<file path="src/rtl/kamus_decode_stage_if.sv">
// Handshake and decoded-result bundle between IF, the decode stage and EX.
// The stage itself connects through the slave modport; the producer/consumer side uses master.
interface kamus_decode_stage_if #(
  parameter int PC_WIDTH = 32,
  parameter int DEPTH    = 4
);
  localparam int CNT_W = $clog2(DEPTH) + 1;

  logic                flush_i;
  logic                in_valid_i;
  logic                in_ready_o;
  logic [31:0]         in_instr_i;
  logic [PC_WIDTH-1:0] in_pc_i;
  logic                ex_load_valid_i;
  logic [4:0]          ex_load_rd_i;
  logic                out_valid_o;
  logic                out_ready_i;
  logic [6:0]          out_opcode_o;
  logic [2:0]          out_funct3_o;
  logic [6:0]          out_funct7_o;
  logic [4:0]          out_rd_o;
  logic [4:0]          out_rs1_o;
  logic [4:0]          out_rs2_o;
  logic [31:0]         out_imm_o;
  logic                out_imm_used_o;
  logic                out_illegal_o;
  logic [PC_WIDTH-1:0] out_pc_o;
  logic [CNT_W-1:0]    count_o;
  logic                hazard_o;

  modport master (
    output flush_i, in_valid_i, in_instr_i, in_pc_i, ex_load_valid_i, ex_load_rd_i, out_ready_i,
    input  in_ready_o, out_valid_o, out_opcode_o, out_funct3_o, out_funct7_o, out_rd_o,
           out_rs1_o, out_rs2_o, out_imm_o, out_imm_used_o, out_illegal_o, out_pc_o,
           count_o, hazard_o
  );

  modport slave (
    input  flush_i, in_valid_i, in_instr_i, in_pc_i, ex_load_valid_i, ex_load_rd_i, out_ready_i,
    output in_ready_o, out_valid_o, out_opcode_o, out_funct3_o, out_funct7_o, out_rd_o,
           out_rs1_o, out_rs2_o, out_imm_o, out_imm_used_o, out_illegal_o, out_pc_o,
           count_o, hazard_o
  );
endinterface

</file>
<file path="src/rtl/kamus_decode_stage.sv">
// Decode stage: instruction queue, combinational decode of the queue head,
// load-use hazard detection and a valid/ready output register towards EX.
module kamus_decode_stage #(
  parameter int PC_WIDTH = 32,
  parameter int DEPTH    = 4
) (
  input  logic                  clk_i,
  input  logic                  rst_ni,
  kamus_decode_stage_if.slave   bus
);
  localparam int CNT_W = $clog2(DEPTH) + 1;
  localparam int PTR_W = $clog2(DEPTH);

  localparam logic [6:0] OPC_LUI      = 7'b0110111;
  localparam logic [6:0] OPC_AUIPC    = 7'b0010111;
  localparam logic [6:0] OPC_JAL      = 7'b1101111;
  localparam logic [6:0] OPC_JALR     = 7'b1100111;
  localparam logic [6:0] OPC_BRANCH   = 7'b1100011;
  localparam logic [6:0] OPC_LOAD     = 7'b0000011;
  localparam logic [6:0] OPC_STORE    = 7'b0100011;
  localparam logic [6:0] OPC_OP_IMM   = 7'b0010011;
  localparam logic [6:0] OPC_OP       = 7'b0110011;
  localparam logic [6:0] OPC_MISC_MEM = 7'b0001111;
  localparam logic [6:0] OPC_SYSTEM   = 7'b1110011;

  logic [31:0]         instr_mem [DEPTH];
  logic [PC_WIDTH-1:0] pc_mem    [DEPTH];
  logic [PTR_W-1:0]    wptr, rptr;
  logic [CNT_W-1:0]    count;

  logic [31:0]         head;
  logic [31:0]         imm;
  logic                imm_used, illegal, uses_rs1, uses_rs2;
  logic                in_ready, non_empty, hazard, enq, load_en;

  logic                out_valid, out_imm_used, out_illegal;
  logic [6:0]          out_opcode, out_funct7;
  logic [2:0]          out_funct3;
  logic [4:0]          out_rd, out_rs1, out_rs2;
  logic [31:0]         out_imm;
  logic [PC_WIDTH-1:0] out_pc;

  assign head      = instr_mem[rptr];
  assign non_empty = (count != '0);
  assign in_ready  = (count < CNT_W'(DEPTH));
  assign enq       = bus.in_valid_i && in_ready && !bus.flush_i;
  assign load_en   = non_empty && !hazard && (!out_valid || bus.out_ready_i);

  always_comb begin
    imm      = '0;
    imm_used = 1'b0;
    illegal  = 1'b0;
    uses_rs1 = 1'b0;
    uses_rs2 = 1'b0;
    case (head[6:0])
      OPC_LUI, OPC_AUIPC: begin
        imm      = {head[31:12], 12'b0};
        imm_used = 1'b1;
      end
      OPC_JAL: begin
        imm      = {{11{head[31]}}, head[31], head[19:12], head[20], head[30:21], 1'b0};
        imm_used = 1'b1;
      end
      OPC_JALR: begin
        imm      = {{20{head[31]}}, head[31:20]};
        imm_used = 1'b1;
        uses_rs1 = 1'b1;
      end
      OPC_BRANCH: begin
        imm      = {{19{head[31]}}, head[31], head[7], head[30:25], head[11:8], 1'b0};
        imm_used = 1'b1;
        uses_rs1 = 1'b1;
        uses_rs2 = 1'b1;
        illegal  = (head[14:12] == 3'b010) || (head[14:12] == 3'b011);
      end
      OPC_LOAD: begin
        imm      = {{20{head[31]}}, head[31:20]};
        imm_used = 1'b1;
        uses_rs1 = 1'b1;
        illegal  = (head[14:12] == 3'b011) || (head[14:12] == 3'b110) || (head[14:12] == 3'b111);
      end
      OPC_STORE: begin
        imm      = {{20{head[31]}}, head[31:25], head[11:7]};
        imm_used = 1'b1;
        uses_rs1 = 1'b1;
        uses_rs2 = 1'b1;
        illegal  = (head[14:12] > 3'b010);
      end
      OPC_OP_IMM: begin
        imm      = {{20{head[31]}}, head[31:20]};
        imm_used = 1'b1;
        uses_rs1 = 1'b1;
        // RV32 shift amounts are 5 bits; bit 25 set would be a 64-bit shamt
        illegal  = ((head[14:12] == 3'b001) || (head[14:12] == 3'b101)) && head[25];
      end
      OPC_OP: begin
        uses_rs1 = 1'b1;
        uses_rs2 = 1'b1;
      end
      OPC_MISC_MEM: ;
      OPC_SYSTEM: begin
        imm      = {27'b0, head[19:15]};
        imm_used = head[14];
      end
      default: illegal = 1'b1;
    endcase
    if (head[1:0] != 2'b11) illegal = 1'b1;
  end

  assign hazard = non_empty && bus.ex_load_valid_i && (bus.ex_load_rd_i != 5'd0) &&
                  ((uses_rs1 && head[19:15] == bus.ex_load_rd_i) ||
                   (uses_rs2 && head[24:20] == bus.ex_load_rd_i));

  always_ff @(posedge clk_i) begin
    if (enq && rst_ni) begin
      instr_mem[wptr] <= bus.in_instr_i;
      pc_mem[wptr]    <= bus.in_pc_i;
    end
  end

  // Flush drops queue contents and the output valid but keeps stale data fields
  always_ff @(posedge clk_i) begin
    if (!rst_ni) begin
      wptr         <= '0;
      rptr         <= '0;
      count        <= '0;
      out_valid    <= 1'b0;
      out_opcode   <= '0;
      out_funct3   <= '0;
      out_funct7   <= '0;
      out_rd       <= '0;
      out_rs1      <= '0;
      out_rs2      <= '0;
      out_imm      <= '0;
      out_imm_used <= 1'b0;
      out_illegal  <= 1'b0;
      out_pc       <= '0;
    end else if (bus.flush_i) begin
      wptr      <= '0;
      rptr      <= '0;
      count     <= '0;
      out_valid <= 1'b0;
    end else begin
      if (enq) wptr <= wptr + PTR_W'(1);
      if (load_en) begin
        rptr         <= rptr + PTR_W'(1);
        out_valid    <= 1'b1;
        out_opcode   <= head[6:0];
        out_funct3   <= head[14:12];
        out_funct7   <= head[31:25];
        out_rd       <= head[11:7];
        out_rs1      <= head[19:15];
        out_rs2      <= head[24:20];
        out_imm      <= imm;
        out_imm_used <= imm_used;
        out_illegal  <= illegal;
        out_pc       <= pc_mem[rptr];
      end else if (bus.out_ready_i) begin
        out_valid <= 1'b0;
      end
      count <= count + CNT_W'(enq) - CNT_W'(load_en);
    end
  end

  assign bus.in_ready_o     = in_ready;
  assign bus.out_valid_o    = out_valid;
  assign bus.out_opcode_o   = out_opcode;
  assign bus.out_funct3_o   = out_funct3;
  assign bus.out_funct7_o   = out_funct7;
  assign bus.out_rd_o       = out_rd;
  assign bus.out_rs1_o      = out_rs1;
  assign bus.out_rs2_o      = out_rs2;
  assign bus.out_imm_o      = out_imm;
  assign bus.out_imm_used_o = out_imm_used;
  assign bus.out_illegal_o  = out_illegal;
  assign bus.out_pc_o       = out_pc;
  assign bus.count_o        = count;
  assign bus.hazard_o       = hazard;
endmodule
</file>
<file path="src/flat_wrapper.sv">
// flat-port wrapper written by rule: the top's interface ports become plain ports
module kamus_decode_stage_flat 
#(
  parameter int PC_WIDTH = 32,
  parameter int DEPTH    = 4
)
  (clk_i, rst_ni, bus_flush_i, bus_in_valid_i, bus_in_instr_i, bus_in_pc_i, bus_ex_load_valid_i, bus_ex_load_rd_i, bus_out_ready_i, bus_in_ready_o, bus_out_valid_o, bus_out_opcode_o, bus_out_funct3_o, bus_out_funct7_o, bus_out_rd_o, bus_out_rs1_o, bus_out_rs2_o, bus_out_imm_o, bus_out_imm_used_o, bus_out_illegal_o, bus_out_pc_o, bus_count_o, bus_hazard_o);
  kamus_decode_stage_if #(.PC_WIDTH(PC_WIDTH), .DEPTH(DEPTH)) bus_i ();
  input  logic clk_i;
  input  logic rst_ni;
  input wire logic [$bits(bus_i.flush_i)-1:0] bus_flush_i;
  input wire logic [$bits(bus_i.in_valid_i)-1:0] bus_in_valid_i;
  input wire logic [$bits(bus_i.in_instr_i)-1:0] bus_in_instr_i;
  input wire logic [$bits(bus_i.in_pc_i)-1:0] bus_in_pc_i;
  input wire logic [$bits(bus_i.ex_load_valid_i)-1:0] bus_ex_load_valid_i;
  input wire logic [$bits(bus_i.ex_load_rd_i)-1:0] bus_ex_load_rd_i;
  input wire logic [$bits(bus_i.out_ready_i)-1:0] bus_out_ready_i;
  output wire logic [$bits(bus_i.in_ready_o)-1:0] bus_in_ready_o;
  output wire logic [$bits(bus_i.out_valid_o)-1:0] bus_out_valid_o;
  output wire logic [$bits(bus_i.out_opcode_o)-1:0] bus_out_opcode_o;
  output wire logic [$bits(bus_i.out_funct3_o)-1:0] bus_out_funct3_o;
  output wire logic [$bits(bus_i.out_funct7_o)-1:0] bus_out_funct7_o;
  output wire logic [$bits(bus_i.out_rd_o)-1:0] bus_out_rd_o;
  output wire logic [$bits(bus_i.out_rs1_o)-1:0] bus_out_rs1_o;
  output wire logic [$bits(bus_i.out_rs2_o)-1:0] bus_out_rs2_o;
  output wire logic [$bits(bus_i.out_imm_o)-1:0] bus_out_imm_o;
  output wire logic [$bits(bus_i.out_imm_used_o)-1:0] bus_out_imm_used_o;
  output wire logic [$bits(bus_i.out_illegal_o)-1:0] bus_out_illegal_o;
  output wire logic [$bits(bus_i.out_pc_o)-1:0] bus_out_pc_o;
  output wire logic [$bits(bus_i.count_o)-1:0] bus_count_o;
  output wire logic [$bits(bus_i.hazard_o)-1:0] bus_hazard_o;
  assign bus_i.flush_i = bus_flush_i;
  assign bus_i.in_valid_i = bus_in_valid_i;
  assign bus_i.in_instr_i = bus_in_instr_i;
  assign bus_i.in_pc_i = bus_in_pc_i;
  assign bus_i.ex_load_valid_i = bus_ex_load_valid_i;
  assign bus_i.ex_load_rd_i = bus_ex_load_rd_i;
  assign bus_i.out_ready_i = bus_out_ready_i;
  assign bus_in_ready_o = bus_i.in_ready_o;
  assign bus_out_valid_o = bus_i.out_valid_o;
  assign bus_out_opcode_o = bus_i.out_opcode_o;
  assign bus_out_funct3_o = bus_i.out_funct3_o;
  assign bus_out_funct7_o = bus_i.out_funct7_o;
  assign bus_out_rd_o = bus_i.out_rd_o;
  assign bus_out_rs1_o = bus_i.out_rs1_o;
  assign bus_out_rs2_o = bus_i.out_rs2_o;
  assign bus_out_imm_o = bus_i.out_imm_o;
  assign bus_out_imm_used_o = bus_i.out_imm_used_o;
  assign bus_out_illegal_o = bus_i.out_illegal_o;
  assign bus_out_pc_o = bus_i.out_pc_o;
  assign bus_count_o = bus_i.count_o;
  assign bus_hazard_o = bus_i.hazard_o;
  kamus_decode_stage #(.PC_WIDTH(PC_WIDTH), .DEPTH(DEPTH)) u_core (.clk_i(clk_i), .rst_ni(rst_ni), .bus(bus_i));
endmodule
</file>
<file path="config.mk">
export PLATFORM = sky130hd
export DESIGN_NAME = kamus_decode_stage_flat
export DESIGN_NICKNAME = d
export VERILOG_FILES = /design/src/rtl/kamus_decode_stage_if.sv /design/src/rtl/kamus_decode_stage.sv /design/src/flat_wrapper.sv
export SDC_FILE = /design/constraint.sdc
export NUM_CORES = 1
export LEC_CHECK = 0
export CORE_MARGIN = 1
export CORE_UTILIZATION = 28
export DETAILED_ROUTE_END_ITERATION = 8
export GPL_ROUTABILITY_DRIVEN = 0
export PLACE_DENSITY = 0.51
export SLEW_MARGIN = 5
export SYNTH_ARGS = -nofsm -noshare
export SYNTH_HDL_FRONTEND = slang
export SYNTH_SLANG_ARGS = --single-unit
</file>
<file path="constraint.sdc">
create_clock -name clk_i -period 9.3 [get_ports clk_i]
set_input_delay 1.86 -clock clk_i [delete_from_list [all_inputs] [get_ports clk_i]]
set_output_delay 1.86 -clock clk_i [all_outputs]
set_load 0.005 [all_outputs]
</file>
==> results of run 1 <==
logic make-up (layout without fill, tap and decap cells):
| logic type | Yosys count | after routing | synth area share (%) |
|---|---|---|---|
| AO/OA/AOI/OAI | 232 | 232 | 10.5 |
| XOR/XNOR | 13 | 13 | 0.782 |
| adder cells (fa/ha/maj) | 7 | 7 | 0.653 |
| buffers and inverters | 109 | 280 | 3.61 |
| flip-flops | 364 | 364 | 67.7 |
| multiplexers | 64 | 64 | 10.1 |
| other | 0 | 1 | 0 |
| AND/OR/NAND/NOR | 168 | 168 | 6.64 |
worst reg2reg max path: stages (launching register included):
cell     delay (ns)
dfxtp_2        0.55
buf_4          0.51
mux4_2         0.76
and3b_1        0.51
nand2_4        0.14
or4_4          0.56
nand3_4        0.41
nor2_1         0.14
ha_1           0.32
inv_1          0.04
ha_1           0.18
fa_1           0.41
xnor2_1        0.18
xnor2_1        0.13
nor2_1         0.05
layout make-up:
type | instances | area share (%)
Tap cell | 680 | 4.68
Clock buffer | 59 | 6.63
Antenna cell | 1 | 0.0138
Inverter | 14 | 0.303
Clock inverter | 13 | 0.543
Timing Repair Buffer | 194 | 10.4
Sequential cell | 364 | 54.2
Multi-Input combinational cell | 484 | 23.2
final timing paths:
path                                 from                       to  slack (ns)  cells past startpoint
setup / recovery                 register             bus_hazard_o        3.43                      7
hold / removal    u_core.bus.out_pc_o[11]  u_core.bus.out_pc_o[11]        0.47                      2
setup reg to reg                 register    u_core.bus.count_o[2]        4.30                     14
hold reg to reg   u_core.bus.out_pc_o[11]  u_core.bus.out_pc_o[11]        0.47                      2
synthesized netlist by cell type, types with 2 or more instances:
master,n
edfxtp_1,256
xnor2_1,10
a311oi_2,2
nand4_1,68
nand2b_1,2
o21ai_0,8
and2_1,2
dfxtp_1,108
nand4b_1,2
mux4_2,55
a21oi_1,80
a31oi_1,29
nor3_1,10
o31ai_1,70
nand3_1,3
or4_4,2
a211oi_1,4
inv_1,12
o22ai_1,2
ha_1,6
buf_4,10
buf_2,14
nand2_1,30
nor2_1,15
clkbuf_1,57
and3_1,9
or4_1,6
and3b_1,2
a221o_1,3
or3_1,3
buf_6,6
xor2_1,3
buf_1,7
nor2b_1,4
nor4_1,4
mux4_1,9
a311oi_1,18
o21ai_1,6
sequential cells by signal (all words and copies together) (netlist names), 2 cells and up, named ones only:
| name | count |
|---|---|
| u_core.wptr | 2 |
| u_core.bus.out_rd_o | 5 |
| u_core.bus.out_pc_o | 32 |
| u_core.instr_mem | 128 |
| u_core.bus.out_rs2_o | 5 |
| u_core.bus.out_imm_o | 32 |
| u_core.bus.out_rs1_o | 5 |
| u_core.rptr | 2 |
| u_core.bus.count_o | 3 |
| u_core.bus.out_opcode_o | 7 |
| u_core.bus.out_funct7_o | 7 |
| u_core.pc_mem | 128 |
| u_core.bus.out_funct3_o | 3 |
per-stage QoR:
stage          total power [uW]  util, %
6_report                   5090     35.5
5_1_grt                    5320     35.5
4_1_cts                    5150     35.5
3_5_place_dp               3550     32.9
3_3_place_gp               3540     32.9
2_1_floorplan              2920        -
layer usage:
layer / vias up / share of wire [%]
li1: 4190 / -
met1: 4822 / 46
met2: 315 / 45
met3: 63 / 6.9
met4: 12 / 1.8
met5: - / 0.20
where the power goes:
part           switching (uW)  internal (uW)
clock network             653            929
logic                     874            599
registers                 134           1900
==> impl_metrics.yaml, run 1 <==
pwr:
  pwr_density_cell_nw_per_um2: 280
  power.leakage_uw: 0.00555
  ir_worst_vdd_v: 0.000189
placement:
  placement.cell_area_um2: 16900
  number_of_port_buffers: 178
  dp_worst_setup_slack_ns: 3.51
  dpl.cell_count: 1736
  detailedPlacementHpwl_um: 26300
logic_synthesis:
  synth_async_sr_flop_share_pct: 0
  ys.warnings.count: 0
  synth-seq-area-share_pct: 67.7
  yosysTopAreaCell: "edfxtp_1"
  synth_enable_flop_cells: 256
  synth_top_cell_area_share_pct: 52.8
  syn_area_per_cell_um2: 15.2
  synthDistinctLibCells: 58
  postSynthRegisterBits: 364
  area_of_the_mapped_netlist_um2: 14600
  synthesis.instances: 957
  yosys_most_used_dff: "edfxtp_1"
  synth_area_leaders: "edfxtp_1, dfxtp_1, mux4_2"
  postSynthNetCount: 1039
finish:
  multi_input_area_um2: 4230
  layout_nets: 1180
  cell_count_final_fillers_out: 1809
  final_cell_mix: "edfxtp_1, clkdlybuf4s50_1, dfxtp_1"
  n_fill_cell: 4958
  mostFrequentLayoutCell: "edfxtp_1"
  final_layout_size_suffix_gt1_share_pct: 13.7
  final_area_um2: 18200
  layout.area.seq_um2: 9850
  syn_to_final_growth_pct: 25.0
sta:
  setup_viol: 0
  finalHoldWorstSlack_ns: 0.467
  grt_setup_unrepaired: "no"
  number_of_max_slew_violations_in_the_final_report: 0
  maxClockFrequency_mhz: 170
  report.final.hold_viol_count: 0
  least_margin_pin_slew_ns: 1.02
  worst_clock_skew_ns: 0.0178
  final_period_minus_worst_setup_slack_ns: 5.87
  timing.final.ws_setup_ns: 3.43
  setup_tns_ns: 0
  timing.max_slew.rel_slack_pct: 32.2
  final.period_utilization_pct: 63.1
grt:
  gr-max-usage-layer: "met2"
  grt_first_pass_wirelength_um: 64300
  met2_track_usage_gr_pct: 24.9
  number_of_antenna_violations_at_the_first_check_in_global_routing: 7
  groute.layer.met3.usage_pct: 4.15
  grt_max_degree: 72
  grt_use_met1_pct: 23.1
  globalRouteOverflowTotal: 0
  first_global_vias: 9236
  globalRouteTotalUtil_pct: 16.4
clock_tree:
  post_cts_setup_buffer_count: 0
  cts_tree: "built"
  max-clock-path-buffers: 3
  cts_hold_buffers: 0
  cts.htree.levels: 2
  clock_sinks: 364
  clk_transition_reported_paths_ns: 0.06
  library_cell_used_as_clock_root_buffer: "clkbuf_16"
  clock_network_latency_to_the_later_pin_of_the_worst_skew_pair_ns: 0.55
  tritoncts.num_buffers: 40
  cts_repair_resize_count: 0
drt:
  routed_wire_length_per_instance_um: 24.1
  detail_route.drc_violations: 0
  finalWirelength_um: 43600
  viasPerCell: 5.20
  drt-initial-drc-count: 871
  detailedRoute.firstPassIterationCount: 5
  detail-route-antenna-nets: 0
  vias: 9402
status:
  status: "complete, no violations"
critical_path:
  path_delay_family: "buffers and inverters"
  worstPathCellList: "buf_4 > mux4_1 > or2_1 > a2111oi_2 > o21ai_0 > nor2_1 > clkdlybuf4s50_1"
  critical_path.startpoint_type: "register"
  critical-path-max-stage-delay_ns: 0.83
  critical_path_buf_inv_count: 2
  cp_data_arrival_time_ns: 4.01
  crit_slowest_cell: "mux4_1"
  nature_of_the_critical_path_endpoint: "primary output"
  critPathMaxFanout: 24
  critical_path_required_ns: 7.44
  criticalPathCategory: "reg2out"
worst_hold_path:
  hold_class: "reg2reg"
die:
  start_util_pct: 28.4
  die_h_um: 230
  core-area_um2: 51300
  die_w_um: 230
  pin_count: 179
  row_count: 83
  die_area_um2: 52900
run:
  cap_viol_max_count: 0
(Power assumes the default switching activity.)
==> run 2: changes to the inputs <==
==> constraint.sdc (replaced) <==
create_clock -name clk_i -period 5.4 [get_ports clk_i]
set_input_delay 1.08 -clock clk_i [delete_from_list [all_inputs] [get_ports clk_i]]
set_output_delay 1.08 -clock clk_i [all_outputs]
set_load 0.005 [all_outputs]
==> run 2 against run 1 <==
Compared with the run above: die area did not move; sequential power rose by 73%; first-iteration DRC count is 25% lower; global-route usage fell by 0.24 points; clock skew is 0.0052 ns higher; routed wire length is 0.43% lower; design area increased by 0.58%; total power rose by 74%; non-clock buffer count grew 8; sequential cell count is the same; count of clock-buffer cells in the layout is 1 lower; via count about the same; largest power group unchanged.
==> impl_metrics.yaml, run 2 (synthesis gave the netlist of run 1 again) <==
sta:
  setup_viol: 0
  number_of_max_slew_violations_in_the_final_report: 0
  finalHoldWorstSlack_ns: 0.467
  final_period_minus_worst_setup_slack_ns: 4.71
  maxClockFrequency_mhz: 212
  final.period_utilization_pct: 87.3
  grt_setup_unrepaired: "no"
  worst_clock_skew_ns: 0.0231
  least_margin_pin_slew_ns: 1.21
  setup_tns_ns: 0
  report.final.hold_viol_count: 0
  timing.max_slew.rel_slack_pct: 19.4
die:
  pin_count: 179
  die_w_um: 230
  die_area_um2: 52900
  start_util_pct: 28.4
  core-area_um2: 51300
  row_count: 83
  die_h_um: 230
pwr:
  power.share.clock_pct: 31.5
  netSwitchingFraction_pct: 32.0
  switching_power_uw: 2840
  internal_power_uw: 6030
  ir_worst_vdd_v: 0.000313
  power.leakage_uw: 0.00560
  pwr_density_cell_nw_per_um2: 484
  combPwrFrac_pct: 28.9
  seq_power_share_pct: 39.6
drt:
  met2_wirelength_um: 19800
  met3_wirelength_um: 3210
  vias: 9395
  finalWirelength_um: 43500
  detail_route.drc_violations: 0
  wl_met1_um: 19500
  routed_wire_length_per_instance_um: 23.9
  detail-route-antenna-nets: 0
  viasPerCell: 5.16
  detailedRoute.firstPassIterationCount: 4
  route.top_layer_used: "met5"
  drt-initial-drc-count: 656
grt:
  globalRouteOverflowTotal: 0
  globalRouteTotalUtil_pct: 16.2
  grt_first_pass_wirelength_um: 64100
  number_of_antenna_violations_at_the_first_check_in_global_routing: 7
  grt_max_degree: 98
  first_global_vias: 9401
finish:
  mostFrequentLayoutCell: "edfxtp_1"
  syn_to_final_growth_pct: 25.7
  cell_count_final_fillers_out: 1819
  multi_input_area_um2: 4230
  layout.core_utilization_pct: 35.7
  final_area_um2: 18300
  layout_nets: 1188
  final_cell_mix: "edfxtp_1, clkdlybuf4s50_1, dfxtp_1"
  final_layout_size_suffix_gt1_share_pct: 14.0
  n_fill_cell: 4959
  layout.area.seq_um2: 9850
  top_regs: "u_core.instr_mem: 128 flops, u_core.pc_mem: 128 flops"
critical_path:
  critPathMaxFanout: 15
  critical_path_required_ns: 4.32
  nature_of_the_critical_path_endpoint: "primary output"
  critical_path.startpoint_type: "register"
  cp_data_arrival_time_ns: 3.63
  criticalPathCategory: "reg2out"
  reg2reg_slack_ns: 0.99
placement:
  dpl.cell_count: 1744
  detailedPlacementHpwl_um: 27300
  placement.cell_area_um2: 17000
  number_of_port_buffers: 178
clock_tree:
  tritoncts.num_buffers: 40
  max-clock-path-buffers: 3
  clock_sinks: 364
  cts_tree: "built"
  clk_transition_reported_paths_ns: 0.06
  post_cts_setup_buffer_count: 0
  library_cell_used_as_clock_root_buffer: "clkbuf_16"
  cts_hold_buffers: 0
  clock_network_latency_to_the_later_pin_of_the_worst_skew_pair_ns: 0.55
  cts_repair_resize_count: 0
  cts.htree.levels: 2
run:
  cap_viol_max_count: 0
status:
  status: "complete, no violations"
worst_hold_path:
  hold_class: "reg2reg"
==> run 2: path summary, 6_finish.rpt <==
path	endpoint	start	cells after the start
max reg2reg	u_core.bus.count_o[2]	register	14
min reg2reg	u_core.bus.out_pc_o[12]	u_core.bus.out_pc_o[12]	2
min	u_core.bus.out_pc_o[12]	u_core.bus.out_pc_o[12]	2
max	bus_hazard_o	register	6
==> run 2: power groups by stage <==
stage                     sequential (uW)  combinational [uW]  clock, uW
final                                3510                2560       2790
after global routing                 3550                2770       2960
after CTS                            3520                2580       2860
after detailed placement             3580                2580          0
after global placement               3580                2570          0
after floorplan                      3470                1560          0
==> run 2: critical path, cell delays in order (launching register included) <==
cell and delay [ns]:
dfxtp_2 0.65, mux4_1 0.84, or2_1 0.34, a2111oi_2 0.43, o21ai_0 0.14, nor2_1 0.17
clkdlybuf4s50_1 0.53
==> run 2: through the flow <==
step	setup WS [ns]	power (uW)
2_1_floorplan	1.64	5030
3_3_place_gp	0.852	6150
3_5_place_dp	0.853	6150
4_1_cts	0.605	8960
5_1_grt	0.479	9270
6_report	0.686	8860
==> run 2: layout make-up <==
class	count	share of cell area [%]
clock inverter	16	1.19
clock buffer	58	6.13
timing repair buffer	202	10.8
sequential	364	53.8
multi-input combinational	484	23.1
inverter	14	0.301
tap	680	4.65
antenna	1	0.0137
==> run 2: routing by layer <==
metal  vias up  global-route usage, %
li1       4193                      -
met1      4836                   22.0
met2       289                   25.0
met3        65                   5.00
met4        12                   4.04
met5         -                      0
